`config.mk`:
```
export PLATFORM = sky130hd
export DESIGN_NAME = cb_sequencer
export DESIGN_NICKNAME = d
export VERILOG_FILES = /design/src/rtl/cb_sequencer.sv
export SDC_FILE = /design/constraint.sdc
export NUM_CORES = 1
export LEC_CHECK = 0
export BUFFER_PORTS_ARGS = -buffer_cell sky130_fd_sc_hd__buf_2
export CORE_MARGIN = 2
export CORE_UTILIZATION = 30
export DETAILED_ROUTE_END_ITERATION = 10
export PLACE_DENSITY = 0.58
export SLEW_MARGIN = 30
export SYNTH_ARGS = -nofsm -noshare
export SYNTH_HDL_FRONTEND = slang
export SYNTH_SLANG_ARGS = --single-unit
```
`constraint.sdc`:
```
create_clock -name i_Clk -period 1.3 [get_ports i_Clk]
set_input_delay 0.195 -clock i_Clk [delete_from_list [all_inputs] [get_ports i_Clk]]
set_output_delay 0.195 -clock i_Clk [all_outputs]
set_load 0.02 [all_outputs]
```
`src/rtl/cb_sequencer.sv`:
```
// CB-prefix micro-sequencer: latches the second opcode byte and steps one-hot T-states/M-cycles until
// the CB microcode requests end of instruction. Optional watchdog abort enabled by `define CB_SEQ_WATCHDOG_EN.
module cb_sequencer (
  input  logic       i_Clk,
  input  logic       i_Reset,
  input  logic       i_CB_Prefix,
  input  logic [7:0] i_Opcode,
  input  logic       i_Opcode_Valid,
  input  logic       i_Stall,
  input  logic       i_Disable_CB,
  output logic       o_Active,
  output logic [3:0] o_Cycle_Step,
  output logic [7:0] o_Cycle_Count,
  output logic [7:0] o_Z,
  output logic       o_Busy,
  output logic       o_Done,
  output logic       o_Error
);

  typedef enum logic [1:0] {
    IDLE    = 2'd0,
    WAIT_OP = 2'd1,
    EXEC    = 2'd2
  } state_t;

  state_t     state;
  state_t     state_next;
  logic [3:0] step;
  logic [7:0] count;
  logic [7:0] z;
  logic       done;
  logic       error;

  logic       advance;
  logic       finish;
  logic       wd_hit;
  logic       load_op;

  // Sequencing only moves in EXEC while memory is not holding us off.
  assign advance = (state == EXEC) && !i_Stall;
  assign finish  = advance && step[3] && i_Disable_CB;
  assign load_op = (state == WAIT_OP) && i_Opcode_Valid;

`ifdef CB_SEQ_WATCHDOG_EN
  // Longest legal CB instruction is well under four M-cycles; reaching the end of the fourth means stuck microcode.
  assign wd_hit = advance && step[3] && !i_Disable_CB && (count == 8'h08);
`else
  assign wd_hit = 1'b0;
`endif

  // NOTE: sequential state uses non-blocking assignments so every register samples pre-edge values.
  always_ff @(posedge i_Clk) begin
    if (i_Reset) state <= IDLE;
    else         state <= state_next;
  end

  // NOTE: always_comb assigns a default first so no path can infer a latch.
  always_comb begin
    state_next = state;
    unique case (state)
      IDLE:    if (i_CB_Prefix) state_next = WAIT_OP;
      WAIT_OP: if (i_Opcode_Valid) state_next = EXEC;
      EXEC:    if (finish || wd_hit) state_next = IDLE;
      default: state_next = IDLE;
    endcase
  end

  always_comb begin
    o_Active = (state == EXEC);
    o_Busy   = (state != IDLE);
  end

  always_ff @(posedge i_Clk) begin
    if (i_Reset) begin
      step  <= 4'b0000;
      count <= 8'h00;
    end else if (load_op) begin
      step  <= 4'b0001;
      count <= 8'h01;
    end else if (finish || wd_hit) begin
      step  <= 4'b0000;
      count <= 8'h00;
    end else if (advance) begin
      step <= {step[2:0], step[3]};
      // Rotating (rather than shifting) lets a watchdog-less build wrap 8'h80 back to 8'h01.
      if (step[3]) count <= {count[6:0], count[7]};
    end
  end

  always_ff @(posedge i_Clk) begin
    if (i_Reset)      z <= 8'h00;
    else if (load_op) z <= i_Opcode;
  end

  // finish and wd_hit are mutually exclusive by construction (wd_hit requires !i_Disable_CB).
  always_ff @(posedge i_Clk) begin
    if (i_Reset) begin
      done  <= 1'b0;
      error <= 1'b0;
    end else begin
      done  <= finish;
      error <= wd_hit;
    end
  end

  assign o_Cycle_Step  = step;
  assign o_Cycle_Count = count;
  assign o_Z           = z;
  assign o_Done        = done;
  assign o_Error       = error;

  a_done_error_excl : assert property (@(posedge i_Clk) disable iff (i_Reset)
    !(o_Done && o_Error));
  a_exec_onehot : assert property (@(posedge i_Clk) disable iff (i_Reset)
    o_Active |-> ($onehot(o_Cycle_Step) && $onehot(o_Cycle_Count)));
  a_idle_zero : assert property (@(posedge i_Clk) disable iff (i_Reset)
    !o_Active |-> (o_Cycle_Step == 4'b0000 && o_Cycle_Count == 8'h00));

endmodule

```
Yosys cells after proc, flatten, opt, wreduce, memory -nomap -nowiden
Cells that the tools add are included.

Muxes and demuxes: 11. Reductions and logical operators: 13. Eq/ne operators: 5.

Operators by type and width (count): 1-bit 2-to-1 mux (7); 2-bit 2-to-1 mux (3); 2-bit case mux with 3 select lines (1); 3-bit nonzero test (2); 1-bit logical AND (4); 2-bit != test (second input constant) (2); 2-bit AND reduction (2); 3-bit AND reduction (1); 3-bit OR reduction (1); 2-bit by 1-bit == test with 1-bit output (second input constant) (1); 2-bit == test (second input constant) (1); 2-bit zero test (1); 2-bit by 1-bit != test with 1-bit output (second input constant) (1); 2-bit nonzero test (1); 1-bit zero test (1).

Input bits: 14. Output and inout bits: 24. Flip-flop bits (word level): 23.

Longest topological paths before layout
Word-level depth: 6. Mapped depth: 5.

Worst setup path before layout
Ideal clock, no wire load.

Path type: register -> register. From: reg step[3], in the netlist o_Cycle_Step[3]. To: reg step[1], in the netlist o_Cycle_Step[1]. Data arrival time: 1069 ps. Path buffers: 1. Clock period less this slack: 1195 ps. Data required time: 1174 ps. Path slack: 105 ps. Cell stages (with the launch flop): 5. Cell sequence: dfxtp_1 -> nand4bb_1 -> buf_6 -> o211ai_4 -> nor2_1.

Cells in the longest elaborated chain, start to end: 3.

RTL lines: start, declared (line 28) `logic [3:0] step;`; start signal, assigned (line 84) `step <= {step[2:0], step[3]};`; 1-bit logical AND (2 in series) (line 41) `assign finish = advance && step[3] && i_Disable_CB;`; 3-bit OR reduction (no source line).

No other way between the ends. A chain may end at the register's enable or synchronous reset.

Worst setup path in the final report
From: reg state[0]. To: out o_Busy.

Cells in the longest elaborated chain, start to end: 1.

RTL lines: start, declared (line 26) `state_t state;`; start signal, assigned (line 54) `else state <= state_next;`; 2-bit nonzero test (line 70) `o_Busy = (state != IDLE);`; end, declared (line 15) `output logic o_Busy,`.

No other way between the ends.

==> run_results.csv <==
group,metric,value,unit
worst_setup_path,slowest_stage,"dfxtp_4",
worst_setup_path,critical_path_class,"reg -> out",
worst_setup_path,rrSetupSlack,0.07,ns
final_layout,diodes,0,
detailed_routing,drc_errors,0,
final_layout,nets,162,
worst_setup_path,critical_path.startpoint_type,"flop",
yosys,synthesis.nets,118,
yosys,yosys_warnings,0,
final_layout,area_growth,34.9,%
worst_setup_path,worstPathArrival,1.12,ns
global_route,grt-ovfl-total,0,
detailed_routing,wire_per_inst,11.9,microns
yosys,synth_area,918,sq um
floorplanning,die_h,59.3,microns
clock_network,cts_max_level,1,
clock_network,cts.clk_slew.worst_paths,0.11,ns
sta,skew,0.00249,ns
worst_setup_path,critical_path_required,1.11,ns
yosys,ys_seq_area_frac,0.501,
min_path,hold_path_depth,3,
worst_setup_path,max_stage_delay,0.36,ns
floorplanning,core,2980,sq um
final_layout,stdcell_area,1240,sq um
worst_setup_path,end_kind,"output port",
global_route,grt_use_total,0.113,
yosys,synth_cell_types,24,
yosys,avgSynthCellArea,8.83,sq um
min_path,min_from,"i_Opcode[0]",
sta,fmax,0.758,GHz
clock_network,tritoncts,"built",
sta,post-route-min-period,1.32,ns
global_route,antenna_found_initial,0,
detailed_routing,vias,847,
detailed_routing,postRouteAntennaNets,0,
final_layout,multi_input_area,430,sq um
sta,hold_viol_final,0,
worst_setup_path,r2r-end,"o_Cycle_Count[5]",
sta,slew_viol_final,0,
run_status,violations,"setup timing",
detailed_routing,drt_wl_total,2.14,mm
power_and_ir_drop,powerDensity,996,nW/um^2
clock_network,clockBufferDepth,2,
final_layout,drive_gt1_frac,0.395,
floorplanning,die_w,59.3,microns
floorplanning,dieArea,3520,sq um
worst_setup_path,r2r_start,"state[0]",
floorplanning,io-pin-count,38,
worst_setup_path,r2r_cells,4,
clock_network,cts_root_buffer,"clkbuf_4",
worst_setup_path,path_delay_family,"flip-flops",
clock_network,cts.sinks,23,
placed_design,port_buffers,36,
sta,fin_crit_sh,1.01,
worst_setup_path,cp_cell_sequence,"buf_6 > or2_4 > buf_6",
power_and_ir_drop,ir_drop,0.604,mV
global_route,grt_max_degree,15,
min_path,hp-class,"in -> reg",
detailed_routing,viasPerCell,4.71,
final_layout,seq_area,465,sq um
global_route,grt_pass1_wl,3.02,mm
worst_setup_path,cp_max_fo,4,
yosys,syn_inst,104,
sta,setup_viol_count_final,2,
worst_setup_path,path_common_cell,"buf_6",
job,drv_cap,0,
sta,rsz0062_at_grt,"yes",
power_and_ir_drop,p_leak,0.543,nW
sta,setup_ws,-0.0194,ns
yosys,ys_ff_latch,23,
placed_design,finalWeightedCongestion,0.728,
placed_design,dp_slack,0.121,ns
worst_setup_path,timing.critical_path.buf_inv,2,
placed_design,dp_hpwl,1.46,mm
final_layout,n_fill_cell,296,
sta,final.setup.tns,-0.0322,ns
min_path,min_to,"o_Z[0]",
clock_network,cts_buffers,3,
floorplanning,start_util,0.308,
floorplanning,row_count,20,
detailed_routing,drt-initial-drc-count,41,
clock_network,clk_latency,0.31,ns
global_route,grt_pass1_vias,683,
clock_network,hold_buffers,0,
final_layout,final_core_utilization,0.416,
detailed_routing,drtPass1Iterations,4,
run_status,status,"finished, violations left",
placed_design,placed_area,1120,sq um
==> flip-flops by register name (all words and copies together), names as in the netlist <==
register / count
o_Cycle_Count: 8
o_Cycle_Step: 4
o_Done: 1
o_Z: 8
state: 2
==> worst register-to-register path, cell delays in order, from the launching register on <==
cell and delay, ns:
dfxtp_4 0.36, buf_4 0.15, nand4bb_4 0.23, o211ai_2 0.31, a21oi_1 0.07
==> Yosys cell counts (all sizes together) <==
master	count	area [sq um]
and4bb	1	12.5
nor3	2	10.0
dfxtp	23	460
a22o	1	8.76
o211ai	1	21.3
nand3	2	10.0
nor2	3	11.3
buf	6	47.5
nand2	31	116
and3b	1	10.0
mux2i	4	40.0
and2b	1	8.76
or2	1	6.26
nor3b	1	18.8
conb	1	3.75
clkbuf	1	3.75
nand3b	1	7.51
inv	3	11.3
nand4bb	1	11.3
a21oi	16	80.1
nand2b	1	6.26
a31oi	2	12.5
==> where the power goes <==
part / total, mW / leakage, nW / internal, mW / switching [mW]
Combinational: 0.181 / 0.340 / 0.0857 / 0.0949
Sequential: 0.735 / 0.187 / 0.723 / 0.0130
Clock: 0.318 / 0.0150 / 0.120 / 0.198
==> routing by layer <==
layer  GRT usage  vias up  share of wire
li1            -      427              -
met1       0.136      388           0.45
met2       0.187       30           0.46
met3      0.0524        2          0.079
met4      0.0195        0         0.0037
met5           0        -              0
==> stage by stage <==
stage	hold slack (ns)	power (mW)	std cells
2_1_floorplan	0.272	0.846	104
3_3_place_gp	0.438	0.895	170
3_5_place_dp	0.446	0.896	170
4_1_cts	0.107	1.23	176
5_1_grt	0.101	1.30	180
6_report	0.113	1.23	180
==> how the worst max path moves through the flow <==
stage                          from              end  slack [ns]  depth (start not counted)
floorplan           o_Cycle_Step[3]  o_Cycle_Step[1]        0.11                          4
global placement           state[1]  o_Cycle_Step[1]        0.14                          3
detailed placement         state[1]  o_Cycle_Step[3]        0.12                          3
CTS                        state[0]           o_Busy       -0.02                          3
global route               state[0]         o_Active       -0.08                          3
finish                     state[0]           o_Busy       -0.02                          3
==> cell type report <==
cell class,count,area share
flip-flops and latches,23,0.376
multi-input cells,72,0.347
repair buffers,45,0.213
well taps,33,0.0333
clock buffers,4,0.0212
inverters,3,0.00909
==> placed cells by master, fill, tap and decap left out, types with 2 or more instances in the layout <==
cell      count
buf_2        34
nand2_1      31
dfxtp_1      21
a21oi_1      16
buf_4         8
mux2i_1       4
inv_1         3
nor2_1        3
clkbuf_4      3
buf_6         3
nor3_1        2
nand3_1       2
a31oi_1       2
==> kinds of logic (layout without fill, tap and decap cells) <==
group | after synthesis | count (layout) | share of synthesized area
DFF | 23 | 23 | 0.501
buffers and inverters | 10 | 52 | 0.0681
AOI/OAI and AO/OA | 20 | 21 | 0.134
muxes | 4 | 4 | 0.0436
other | 1 | 1 | 0.00408
and+or+nand+nor | 46 | 46 | 0.249
==> repair_timing <==
action                                  4_1_cts  5_1_grt
gates resized for setup                       8        5
cloned                                        0        1
pin swaps                                     1        2
buffers inserted                              2        3
endpoints found under the setup margin        2       15
Note: power is estimated with default switching activity, not from simulation.
